===== config.mk =====
export PLATFORM = sky130hd
export DESIGN_NAME = pad_bus_arb
export DESIGN_NICKNAME = d
export VERILOG_FILES = /design/src/rtl/pad_bus_pkg.sv /design/src/rtl/pad_bus_arb_rr_pick.sv /design/src/rtl/pad_bus_arb.sv
export SDC_FILE = /design/constraint.sdc
export NUM_CORES = 1
export LEC_CHECK = 0
export BUFFER_PORTS_ARGS = -buffer_cell sky130_fd_sc_hd__buf_4
export CAP_MARGIN = 20
export CORE_UTILIZATION = 50
export CTS_CLUSTER_SIZE = 25
export DETAILED_ROUTE_END_ITERATION = 8
export PLACE_DENSITY = 0.88
export SLEW_MARGIN = 25
export SYNTH_ARGS = -nofsm -noshare
export SYNTH_HDL_FRONTEND = slang
export SYNTH_SLANG_ARGS = --single-unit

===== constraint.sdc =====
create_clock -name CLK -period 2.85 [get_ports CLK]
set_input_delay 0.57 -clock CLK [delete_from_list [all_inputs] [get_ports CLK]]
set_output_delay 0.57 -clock CLK [all_outputs]
set_load 0.005 [all_outputs]

===== src/rtl/pad_bus_pkg.sv =====
//------------------------------------------------------------------------------
// pad_bus_pkg : shared FSM encodings, counter width and parameter limits
//               for the pad bus arbiter.
// Revision    : 1.0
//------------------------------------------------------------------------------
`default_nettype none

package pad_bus_pkg;

  typedef enum logic [1:0] {
    ST_IDLE  = 2'd0,
    ST_DRIVE = 2'd1,
    ST_TURN  = 2'd2
  } state_e;

  localparam int CNT_W        = 4;

  localparam int NREQ_MIN     = 2;
  localparam int NREQ_MAX     = 8;
  localparam int MAXBURST_MIN = 1;
  localparam int MAXBURST_MAX = 15;
  localparam int TURN_MIN     = 0;
  localparam int TURN_MAX     = 3;

endpackage

`default_nettype wire


===== src/rtl/pad_bus_arb_rr_pick.sv =====
//------------------------------------------------------------------------------
// rr_pick : combinational round-robin selector; first set request at or after
//           the pointer (with wrap) wins, returned as one-hot and index.
// Revision: 1.0
//------------------------------------------------------------------------------
`default_nettype none

module rr_pick #(
  parameter int NREQ  = 4,
  parameter int IDX_W = 2
) (
  input  logic [NREQ-1:0]  req,
  input  logic [IDX_W-1:0] ptr,
  output logic [NREQ-1:0]  win_oh,
  output logic [IDX_W-1:0] win_idx
);

  always_comb begin
    int j;
    j       = 0;
    win_oh  = '0;
    win_idx = '0;
    // Walk offsets from farthest to nearest so the nearest set request wins.
    for (int i = NREQ - 1; i >= 0; i--) begin
      j = int'(ptr) + i;
      if (j >= NREQ) j = j - NREQ;
      if (req[IDX_W'(j)]) begin
        win_oh                = '0;
        win_oh[IDX_W'(j)]     = 1'b1;
        win_idx               = IDX_W'(j);
      end
    end
  end

endmodule

`default_nettype wire


===== src/rtl/pad_bus_arb.sv =====
//------------------------------------------------------------------------------
// pad_bus_arb : round-robin arbiter driving a shared tristate pad bus with
//               bounded tenures and dead cycles between owners.
//               Optional PAD_PAR output enabled by PAD_BUS_PARITY_EN.
// Revision    : 1.0
//------------------------------------------------------------------------------
`default_nettype none

module pad_bus_arb
  import pad_bus_pkg::*;
#(
  parameter int W        = 8,
  parameter int NREQ     = 4,
  parameter int MAXBURST = 4,
  parameter int TURN     = 1
) (
  input  logic            CLK,
  input  logic            RST_N,
  input  logic [NREQ-1:0] REQ,
  input  logic [NREQ*W-1:0] DATA,
  output logic [NREQ-1:0] GNT,
  output logic [W-1:0]    PAD_DO,
  output logic            PAD_OE,
`ifdef PAD_BUS_PARITY_EN
  output logic            PAD_PAR,
`endif
  output logic            BUSY
);

  localparam int IDX_W = (NREQ > 1) ? $clog2(NREQ) : 1;

  if (NREQ < NREQ_MIN || NREQ > NREQ_MAX || MAXBURST < MAXBURST_MIN ||
      MAXBURST > MAXBURST_MAX || TURN < TURN_MIN || TURN > TURN_MAX) begin : g_param_check
    $error("pad_bus_arb: parameter out of range");
  end

  state_e           state_q, state_d;
  logic [CNT_W-1:0] cnt_q, cnt_d;
  logic [IDX_W-1:0] ptr_q, ptr_d;
  logic [IDX_W-1:0] owner_q, owner_d;
  logic [NREQ-1:0]  gnt_q, gnt_d;
  logic [W-1:0]     pad_do_q, pad_do_d;
  logic             pad_oe_q, pad_oe_d;

  logic [NREQ-1:0]  pick_oh;
  logic [IDX_W-1:0] pick_idx;
  logic [W-1:0]     owner_data;
  logic             beat;

  rr_pick #(
    .NREQ  (NREQ),
    .IDX_W (IDX_W)
  ) u_rr_pick (
    .req     (REQ),
    .ptr     (ptr_q),
    .win_oh  (pick_oh),
    .win_idx (pick_idx)
  );

  // GNT is zero outside DRIVE, so this is only ever true for the owner.
  assign beat = |(gnt_q & REQ);

  always_comb begin
    owner_data = '0;
    for (int k = 0; k < NREQ; k++) begin
      if (owner_q == IDX_W'(k)) owner_data = DATA[k*W +: W];
    end
  end

  always_comb begin
    state_d  = state_q;
    cnt_d    = cnt_q;
    ptr_d    = ptr_q;
    owner_d  = owner_q;
    gnt_d    = gnt_q;
    pad_oe_d = beat;
    pad_do_d = beat ? owner_data : pad_do_q;

    case (state_q)
      ST_IDLE: begin
        if (|REQ) begin
          gnt_d   = pick_oh;
          owner_d = pick_idx;
          cnt_d   = '0;
          state_d = ST_DRIVE;
        end
      end
      ST_DRIVE: begin
        if (beat) cnt_d = cnt_q + 1'b1;
        // A final beat and a dropped request both close the tenure here.
        if (!beat || cnt_q == CNT_W'(MAXBURST - 1)) begin
          gnt_d   = '0;
          cnt_d   = '0;
          ptr_d   = (owner_q == IDX_W'(NREQ - 1)) ? '0 : owner_q + 1'b1;
          state_d = (TURN > 0) ? ST_TURN : ST_IDLE;
        end
      end
      ST_TURN: begin
        if (cnt_q == CNT_W'(TURN - 1)) begin
          cnt_d   = '0;
          state_d = ST_IDLE;
        end else begin
          cnt_d = cnt_q + 1'b1;
        end
      end
      default: begin
        gnt_d   = '0;
        cnt_d   = '0;
        state_d = ST_IDLE;
      end
    endcase
  end

  always_ff @(posedge CLK or negedge RST_N) begin
    if (!RST_N) begin
      state_q  <= ST_IDLE;
      cnt_q    <= '0;
      ptr_q    <= '0;
      owner_q  <= '0;
      gnt_q    <= '0;
      pad_do_q <= '0;
      pad_oe_q <= 1'b0;
    end else begin
      state_q  <= state_d;
      cnt_q    <= cnt_d;
      ptr_q    <= ptr_d;
      owner_q  <= owner_d;
      gnt_q    <= gnt_d;
      pad_do_q <= pad_do_d;
      pad_oe_q <= pad_oe_d;
    end
  end

`ifdef PAD_BUS_PARITY_EN
  logic pad_par_q, pad_par_d;

  assign pad_par_d = beat ? ^owner_data : pad_par_q;

  always_ff @(posedge CLK or negedge RST_N) begin
    if (!RST_N) pad_par_q <= 1'b0;
    else        pad_par_q <= pad_par_d;
  end

  assign PAD_PAR = pad_par_q;
`endif

  assign GNT    = gnt_q;
  assign PAD_DO = pad_do_q;
  assign PAD_OE = pad_oe_q;
  assign BUSY   = (state_q != ST_IDLE);

endmodule

`default_nettype wire


==> results.yml, run 1 <==
status:
  run_status: "complete, no violations"
floorplan:
  start_util: 0.540
  die-area_sq_um: 3960
  rows: 21
  core_sq_um: 3440
  io_pins: 52
  die_y_um: 63.0
  die_w_um: 63.0
timing:
  rsz0062_at_grt: "false"
  hold_viol: 0
  fin_crit_sh: 0.806
  max_freq_ghz: 0.435
  relSlewSlack: 0.618
  slew_violations: 0
  worstMarginPinSlew_ps: 573
  setup_violations: 0
  skew_ps: 3.71
  fin_tns_setup_ps: 0
  fin_crit_ps: 2300
worst_setup_path:
  startpoint: "ptr_q[1]$_DFFE_PN0P_"
  r2r_cells: 6
  worstPathMaxFanout: 10
  timing.rr.start: "ptr_q[1]$_DFFE_PN0P_"
  crit_path_end_kind: "flop"
  crit_required_ps: 3010
  start_kind: "flop"
  crit_type: "reg -> reg"
  reg2reg_to: "GNT[2]$_DFFE_PN0P_"
  reg2reg_setup_slack_ps: 550
  cp.arrival_ps: 2450
clocking:
  cts.path.max_buffers: 2
  htree_levels: 1
  cts_tree: "built"
  clock_sinks: 23
  clk-insertion-delay-late_ps: 260
  cts_resized: 0
  cts_setup_buffers: 0
  cts-root-buf: "clkbuf_8"
  cts_hold_buf: 0
  clk_pin_slew_worst_paths_ps: 80
  numCtsBuffers: 3
layout:
  fin_util: 0.668
  syn2layout_area_growth_pct: 23.8
  diodes: 0
  final_area_sq_um: 2300
  nets: 312
  drive_above_1_share: 0.261
  finalNonFillerCells: 303
pwr:
  p_seq_frac: 0.238
  power_frac_comb: 0.674
  p_sw_frac: 0.446
  internal-power_uw: 1270
  power_density_nw_per_um2: 1000
  vdd_drop_max_uv: 471
  p_switching_uw: 1030
  p_leak_uw: 0.00105
  p_clk_frac: 0.088
place:
  port-buffer-count: 51
  placed_cells: 299
  placed_cell_area_sq_um: 2250
  place_hpwl_um: 3290
  place.gp.congestion: 0.933
synth:
  synth_edf_count: 0
  synth_nets: 265
  synth_compound_area_frac: 0.246
  yosys.area_share.simple: 0.197
  synth_top_family_by_area: "compound AO/OA/AOI/OAI gates"
  yosys-top-cells-area: "dfrtp_1 31%, ha_1 11%, a21oi_1 5.4%"
  synth_commonest_cells: "23 x dfrtp_1, 20 x a21oi_1, 17 x nand2_1"
  yosys.area.top_type_share: 0.310
  synth-adder-area-share: 0.108
  synth_warnings: 0
  yosysMostFrequentCell: "dfrtp_1"
  synthMuxAreaShare: 0.0761
  synth-seq-cells: 23
  synth_flop_cell: "dfrtp_1"
  syn_area_sq_um: 1860
  syn_area_per_cell_sq_um: 8.81
  seq_area_frac_synth: 0.310
  synth.distinct_cells: 42
  syn-instance-count: 211
  synth_xor_area_frac: 0
  yosysTopAreaCell: "dfrtp_1"
  synth-async-reset-ratio: 1.00
global_route:
  grt_usage: 0.230
  grt_overflow: 0
  grt_pass1_vias: 1574
  grt_start_max_net_pins: 24
  antenna_found_initial: 0
  grt_pass1_wl_um: 7380
detailed_routing:
  route.detailed.drc: 0
  ant_nets: 0
  drt_wl_total_um: 4330
  post_drt_via_cell_ratio: 5.84
  routedWlPerCell_um: 14.3
  firstDrtPassIters: 4
  drt_iter0_drc: 76
  vias: 1770
worst_hold_path:
  hold_path.class: "in -> async"
flow_run:
  max_cap_viol_count: 0
[worst max-delay path by stage]
stage and end:
6_report GNT[2]$_DFFE_PN0P_, 4_1_cts GNT[1]$_DFFE_PN0P_, 2_1_floorplan GNT[0]$_DFFE_PN0P_, 5_1_grt GNT[2]$_DFFE_PN0P_
3_5_place_dp GNT[1]$_DFFE_PN0P_, 3_3_place_gp GNT[1]$_DFFE_PN0P_
[power by group through the flow]
stage | sequential, uW | clock, uW | combinational [uW]
after detailed placement | 556 | 0 | 1540
after floorplan | 556 | 0 | 1090
final | 548 | 202 | 1550
after global placement | 549 | 0 | 1520
after global routing | 566 | 219 | 1730
after CTS | 549 | 207 | 1550
[cells by family (layout without fill, tap and decap cells)]
family,after synthesis,after routing
AO/OA/AOI/OAI,67,67
buffers and inverters,24,70
multiplexers,10,10
AND/OR/NAND/NOR,71,71
flip-flops,23,23
adder cells (fa/ha/maj),16,16
[sequential cells by signal, indices dropped and copies added, names as in the netlist]
signal,flops
owner_q,2
ptr_q,2
state_q,2
PAD_OE,1
cnt_q,4
PAD_DO,8
GNT,4
[layout by cell type, fill, tap and decap left out, drive strengths merged, types with 3 or more instances in the layout]
master / instances
nand2: 17
a221oi: 10
mux2: 3
a21oi: 20
nand3b: 3
nor3: 10
nor2b: 12
mux2i: 4
inv: 11
a21boi: 3
clkbuf: 3
buf: 55
nor2: 14
ha: 16
o2bb2ai: 4
nand3: 4
mux4: 3
o211ai: 3
o21ai: 12
dfrtp: 23
nand2b: 5
[per-layer routing]
layer  vias up  part of all wire  track usage
met5         -                 0            0
met4         0            0.0044       0.0523
met3         2             0.091       0.0474
met2        82              0.46        0.376
met1       823              0.44        0.309
li1        863                 -            -
[metrics by stage]
| step | setup slack (ps) | hold WS (ps) | power [uW] |
|---|---|---|---|
| after global placement | 621 | 478 | 2070 |
| after detailed placement | 568 | 481 | 2100 |
| final | 552 | 181 | 2300 |
| after global routing | 445 | 200 | 2520 |
| after floorplan | 282 | 274 | 1640 |
| after CTS | 549 | 192 | 2310 |
[worst max-delay path: stages (launching register included)]
cell and delay (ps):
dfrtp_1 350, inv_1 110, ha_1 490, mux4_2 650
a311oi_1 230, o21ai_1 100, a32o_1 260
[final cells by class]
type                       count  area [sq um]
sequential                    23           576
timing repair buffer          55           413
multi-input combinational    164          1170
clock inverter                 1          5.00
tap                           46          57.6
clock buffer                   3          41.3
fill                         304          1140
inverter                      11          41.3
Power figures use the tool's default switching activity.
==> run 2, diff against run 1 <==
--- a/config.mk
+++ b/config.mk
@@ -7,10 +7,10 @@
 export LEC_CHECK = 0
 export BUFFER_PORTS_ARGS = -buffer_cell sky130_fd_sc_hd__buf_4
 export CAP_MARGIN = 20
-export CORE_UTILIZATION = 50
+export CORE_UTILIZATION = 47
 export CTS_CLUSTER_SIZE = 25
 export DETAILED_ROUTE_END_ITERATION = 8
-export PLACE_DENSITY = 0.88
+export PLACE_DENSITY = 0.87
 export SLEW_MARGIN = 25
 export SYNTH_ARGS = -nofsm -noshare
 export SYNTH_HDL_FRONTEND = slang
==> constraint.sdc (replaced) <==
create_clock -name CLK -period 2 [get_ports CLK]
set_input_delay 0.4 -clock CLK [delete_from_list [all_inputs] [get_ports CLK]]
set_output_delay 0.4 -clock CLK [all_outputs]
set_load 0.005 [all_outputs]
==> results.yml, run 2 (synthesized netlist as in run 1, its figures left out) <==
timing:
  worstMarginPinSlew_ps: 595
  rsz0062_at_grt: "true"
  relSlewSlack: 0.603
  setup_violations: 1
  slew_violations: 0
  hold_viol: 0
  fin_crit_sh: 1.01
  fin_crit_ps: 2020
  skew_ps: 0.746
  max_freq_ghz: 0.496
  fin_ws_ps: -16.4
  whs_ps: 9.93
place:
  place_hpwl_um: 3490
  placed_cells: 309
  port-buffer-count: 51
  place.gp.congestion: 0.922
pwr:
  vdd_drop_max_uv: 866
  p_leak_uw: 0.00110
  power_density_nw_per_um2: 1480
detailed_routing:
  route.detailed.drc: 0
  post_drt_via_cell_ratio: 5.67
  ant_nets: 0
  firstDrtPassIters: 4
  routedWlPerCell_um: 14.8
  vias: 1787
  drt_wl_total_um: 4670
  drt_iter0_drc: 59
worst_setup_path:
  endpoint: "GNT[3]$_DFFE_PN0P_"
  cp.arrival_ps: 2220
  crit_required_ps: 2210
  path_cells: "inv_6 > ha_4 > mux4_2 > buf_4 > nor2b_1 > o21ai_1 > a32o_1"
  reg2reg_to: "GNT[3]$_DFFE_PN0P_"
  crit_path_end_kind: "flop"
  cp_num_cells: 7
  timing.rr.start: "ptr_q[0]$_DFFE_PN0P_"
  cpPeakStageDelay_ps: 570
  cp_slowest_cell: "mux4_2"
  crit_family: "multiplexers"
  startpoint: "ptr_q[0]$_DFFE_PN0P_"
  crit_type: "reg -> reg"
  worstPathMaxFanout: 7
  reg2reg_setup_slack_ps: -20
  start_kind: "flop"
  cp_num_buf_inv: 2
  r2r_cells: 7
clocking:
  cts.path.max_buffers: 2
  clock_sinks: 23
  cts_tree: "built"
  htree_levels: 1
  clk_pin_slew_worst_paths_ps: 80
  numCtsBuffers: 3
  cts-root-buf: "clkbuf_8"
  clk-insertion-delay-late_ps: 260
global_route:
  grt_pass1_wl_um: 7550
  grt_start_max_net_pins: 24
  grt_overflow: 0
  antenna_found_initial: 0
  grt_usage: 0.230
  grt_pass1_vias: 1738
floorplan:
  io_pins: 52
  rows: 22
  start_util: 0.500
  core_sq_um: 3720
  die_y_um: 64.9
  die-area_sq_um: 4210
  die_w_um: 64.9
worst_hold_path:
  hold_path.class: "in -> async"
layout:
  finalNonFillerCells: 315
  mostFrequentLayoutCell: "buf_4"
  diodes: 0
  drive_above_1_share: 0.311
  largest_reg_flops: 8
  syn2layout_area_growth_pct: 29.6
  final_cell_mix: "64 x buf_4, 22 x dfrtp_1, 19 x a21oi_1"
  fin_util: 0.648
  nets: 322
status:
  violations: "negative setup slack"
  run_status: "finished, violations left"
flow_run:
  max_cap_viol_count: 0
## run 2: worst min-delay path by stage
stage | startpoint | endpoint | slack [ps] | cells past startpoint
2_1_floorplan | RST_N | GNT[0]$_DFFE_PN0P_ | 100 | 0
3_3_place_gp | RST_N | PAD_DO[7]$_DFFE_PN0P_ | 310 | 1
3_5_place_dp | RST_N | PAD_DO[2]$_DFFE_PN0P_ | 310 | 1
4_1_cts | RST_N | PAD_DO[2]$_DFFE_PN0P_ | 20 | 1
5_1_grt | RST_N | PAD_DO[1]$_DFFE_PN0P_ | 30 | 1
6_report | RST_N | PAD_DO[2]$_DFFE_PN0P_ | 10 | 1
## run 2: worst register-to-register path, cell delays in order, from the launching register on
cell	delay, ps
dfrtp_2	420
inv_6	50
ha_4	260
mux4_2	570
buf_4	170
nor2b_1	120
o21ai_1	180
a32o_1	180
## run 2: metal layers
layer | vias up | routed length (um) | track usage
li1 | 885 | - | -
met3 | 8 | 430 | 0.0511
met5 | - | 0 | 0
met4 | 0 | 57 | 0.0639
met1 | 822 | 1910 | 0.251
met2 | 72 | 2270 | 0.436
## run 2: final cells by class
class | count | area, sq um
Clock inverter | 1 | 5.00
Sequential cell | 23 | 577
Multi-Input combinational cell | 164 | 1190
Timing Repair Buffer | 65 | 492
Fill cell | 347 | 1310
Inverter | 11 | 46.3
Tap cell | 48 | 60.1
Clock buffer | 3 | 41.3
## run 2: power by group
part	switching [uW]	internal (uW)	leakage (uW)
registers	141	658	0.000285
clock network	151	139	0.0000255
logic	1270	1200	0.000788
## run 2: repair_timing
action | CTS | global route
buffers inserted | 1 | 1
gates resized for setup | 2 | 2
hold buffers | 0 | 0
pin swaps | 1 | 0
setup endpoints to repair | 3 | 5
hold endpoints to repair | 0 | 0
## run 2: per-stage QoR
stage          total power [uW]  worst slack (ps)  TNS [ps]  instance area (sq um)
6_report                   3570             -16.4     -16.4                   2410
2_1_floorplan              2480              -324     -1180                   1910
4_1_cts                    3530             -2.99     -5.24                   2390
3_5_place_dp               3180             -13.5     -13.5                   2330
5_1_grt                    3870             -60.6      -189                   2410
3_3_place_gp               3110              13.2         0                   2330
==> run 3, diff against run 2 <==
--- a/config.mk
+++ b/config.mk
@@ -5,6 +5,7 @@
 export SDC_FILE = /design/constraint.sdc
 export NUM_CORES = 1
 export LEC_CHECK = 0
+export ABC_AREA = 1
 export BUFFER_PORTS_ARGS = -buffer_cell sky130_fd_sc_hd__buf_4
 export CAP_MARGIN = 20
 export CORE_UTILIZATION = 47
==> results.yml, run 3 <==
status:
  run_status: "complete, no violations"
floorplan:
  start_util: 0.497
  die_w_um: 64.7
  die-area_sq_um: 4180
  rows: 22
  die_y_um: 64.7
  io_pins: 52
  core_sq_um: 3720
synth:
  yosysMostFrequentCell: "nand2_1"
  synth_commonest_cells: "80 x nand2_1, 28 x nor2_1, 23 x dfrtp_1"
  yosysTopAreaCell: "dfrtp_1"
  syn_area_per_cell_sq_um: 7.07
  yosys.area.top_type_share: 0.312
  synth_flop_cell: "dfrtp_1"
  yosys-top-cells-area: "dfrtp_1 31%, nand2_1 16%, ha_1 11%"
  seq_area_frac_synth: 0.312
  synth_edf_count: 0
  synth_nets: 315
  syn_area_sq_um: 1850
  syn-instance-count: 261
  synth.distinct_cells: 31
  synth-async-reset-ratio: 1.00
  synth-seq-cells: 23
  synth_warnings: 0
place:
  dp_slack_ps: 247
  placed_cells: 358
  placed_cell_area_sq_um: 2290
  place.gp.congestion: 0.910
  port-buffer-count: 51
  place_hpwl_um: 3530
worst_setup_path:
  start_kind: "flop"
  cp.arrival_ps: 1970
  crit_type: "reg -> reg"
  worstPathMaxFanout: 9
  crit_path_end_kind: "flop"
  crit_required_ps: 2180
detailed_routing:
  vias: 1854
  post_drt_via_cell_ratio: 5.12
  drt_wl_total_um: 4430
  ant_nets: 0
  drt_iter0_drc: 108
  routedWlPerCell_um: 12.2
  route.detailed.drc: 0
  firstDrtPassIters: 4
global_route:
  antenna_found_initial: 0
  grt_overflow: 0
  grt_usage: 0.230
  grt_start_max_net_pins: 24
  grt_pass1_wl_um: 7590
  grt_pass1_vias: 1747
timing:
  fin_crit_ps: 1790
  hold_viol: 0
  relSlewSlack: 0.671
  rsz0062_at_grt: "false"
  fin_crit_sh: 0.893
  setup_violations: 0
  skew_ps: 6.89
  max_freq_ghz: 0.560
  fin_tns_setup_ps: 0
  worstMarginPinSlew_ps: 491
  slew_violations: 0
  fin_ws_ps: 215
pwr:
  p_switching_uw: 1660
  p_leak_uw: 0.00123
  vdd_drop_max_uv: 734
  p_clk_frac: 0.086
  p_sw_frac: 0.495
  p_seq_frac: 0.236
  p_total_uw: 3350
  power_density_nw_per_um2: 1440
  internal-power_uw: 1690
  power_frac_comb: 0.678
layout:
  mostFrequentLayoutCell: "nand2_1"
  drive_above_1_share: 0.261
  final_area_sq_um: 2330
  final_cell_mix: "80 x nand2_1, 53 x buf_4, 28 x nor2_1"
  diodes: 0
  fillers: 352
  largest_reg_flops: 8
  nets: 369
  multi_input_area_sq_um: 1140
  syn2layout_area_growth_pct: 26.4
  finalNonFillerCells: 362
  regArea_sq_um: 576
clocking:
  numCtsBuffers: 3
  clock_sinks: 23
  cts_setup_buffers: 0
  cts.path.max_buffers: 2
  clk-insertion-delay-late_ps: 260
  cts_hold_buf: 0
  cts_tree: "built"
  clk_pin_slew_worst_paths_ps: 80
  cts-root-buf: "clkbuf_8"
  cts_resized: 0
  htree_levels: 1
worst_hold_path:
  hold_path.class: "in -> async"
flow_run:
  max_cap_viol_count: 0
-- run 3: cell types whose count changed after synthesis, sizes merged, moves of 5 or more --
cell and delta:
a21oi -5, nor2b -12, nand2 +74, buf -5, nand3 +15, a31oi +8
nand2b -5, a221oi -10, nor2 +16, nor3 -10, o211ai +5, inv +17
-- run 3: critical path, stage by stage (launching register included) --
cell	delay, ps
dfrtp_1	410
inv_1	80
ha_1	300
nor2_1	440
nand2_1	100
nand2_1	90
o211ai_1	100
a31oi_1	180
-- run 3: layer usage --
layer / wire length, um / track usage / part of all wire
met2: 2170 / 0.399 / 0.49
met1: 2050 / 0.303 / 0.46
met3: 179 / 0.0299 / 0.040
met4: 27 / 0.0472 / 0.0061
met5: 0 / 0 / 0
-- run 3: cells by family after synthesis --
| logic type | count (synthesis) | share of synthesized area |
|---|---|---|
| flip-flops | 23 | 0.312 |
| buffers and inverters | 33 | 0.0678 |
| adder cells (fa/ha/maj) | 16 | 0.108 |
| XOR/XNOR | 2 | 0.00949 |
| AO/OA/AOI/OAI | 43 | 0.140 |
| AND/OR/NAND/NOR | 144 | 0.363 |
-- run 3: power by group through the flow --
| stage | clock network (uW) | logic, uW | registers, uW |
|---|---|---|---|
| after floorplan | 0 | 1590 | 796 |
| after global placement | 0 | 2220 | 789 |
| after detailed placement | 0 | 2260 | 800 |
| after CTS | 296 | 2280 | 794 |
| after global routing | 310 | 2580 | 820 |
| final | 288 | 2270 | 792 |
-- run 3: final cells by class --
type	instances	area share
clock buffer	4	0.0193
sequential	23	0.247
tap	48	0.0258
inverter	29	0.0467
timing repair buffer	53	0.171
multi-input combinational	205	0.491
-- run 3: through the flow --
stage | utilization | hold WS [ps]
after detailed placement | 0.615 | 311
after global routing | 0.628 | 35.4
after floorplan | - | 104
after CTS | 0.628 | 21.9
after global placement | 0.615 | 310
final | 0.628 | 13.1
-- run 3: path summary, 6_finish.rpt --
kind                                   startpoint                    end  slack (ps)  cells past startpoint
max reg2reg                owner_q[1]$_DFFE_PN0P_  PAD_DO[4]$_DFFE_PN0P_         210                      7
min in group CLK                         DATA[25]  PAD_DO[1]$_DFFE_PN0P_         400                      3
min                                         RST_N  PAD_DO[3]$_DFFE_PN0P_          10                      1
min reg2reg                  cnt_q[3]$_DFFE_PN0P_   cnt_q[3]$_DFFE_PN0P_         510                      2
max                        owner_q[1]$_DFFE_PN0P_  PAD_DO[4]$_DFFE_PN0P_         210                      7
max in group asynchronous                   RST_N     GNT[0]$_DFFE_PN0P_        1750                      1
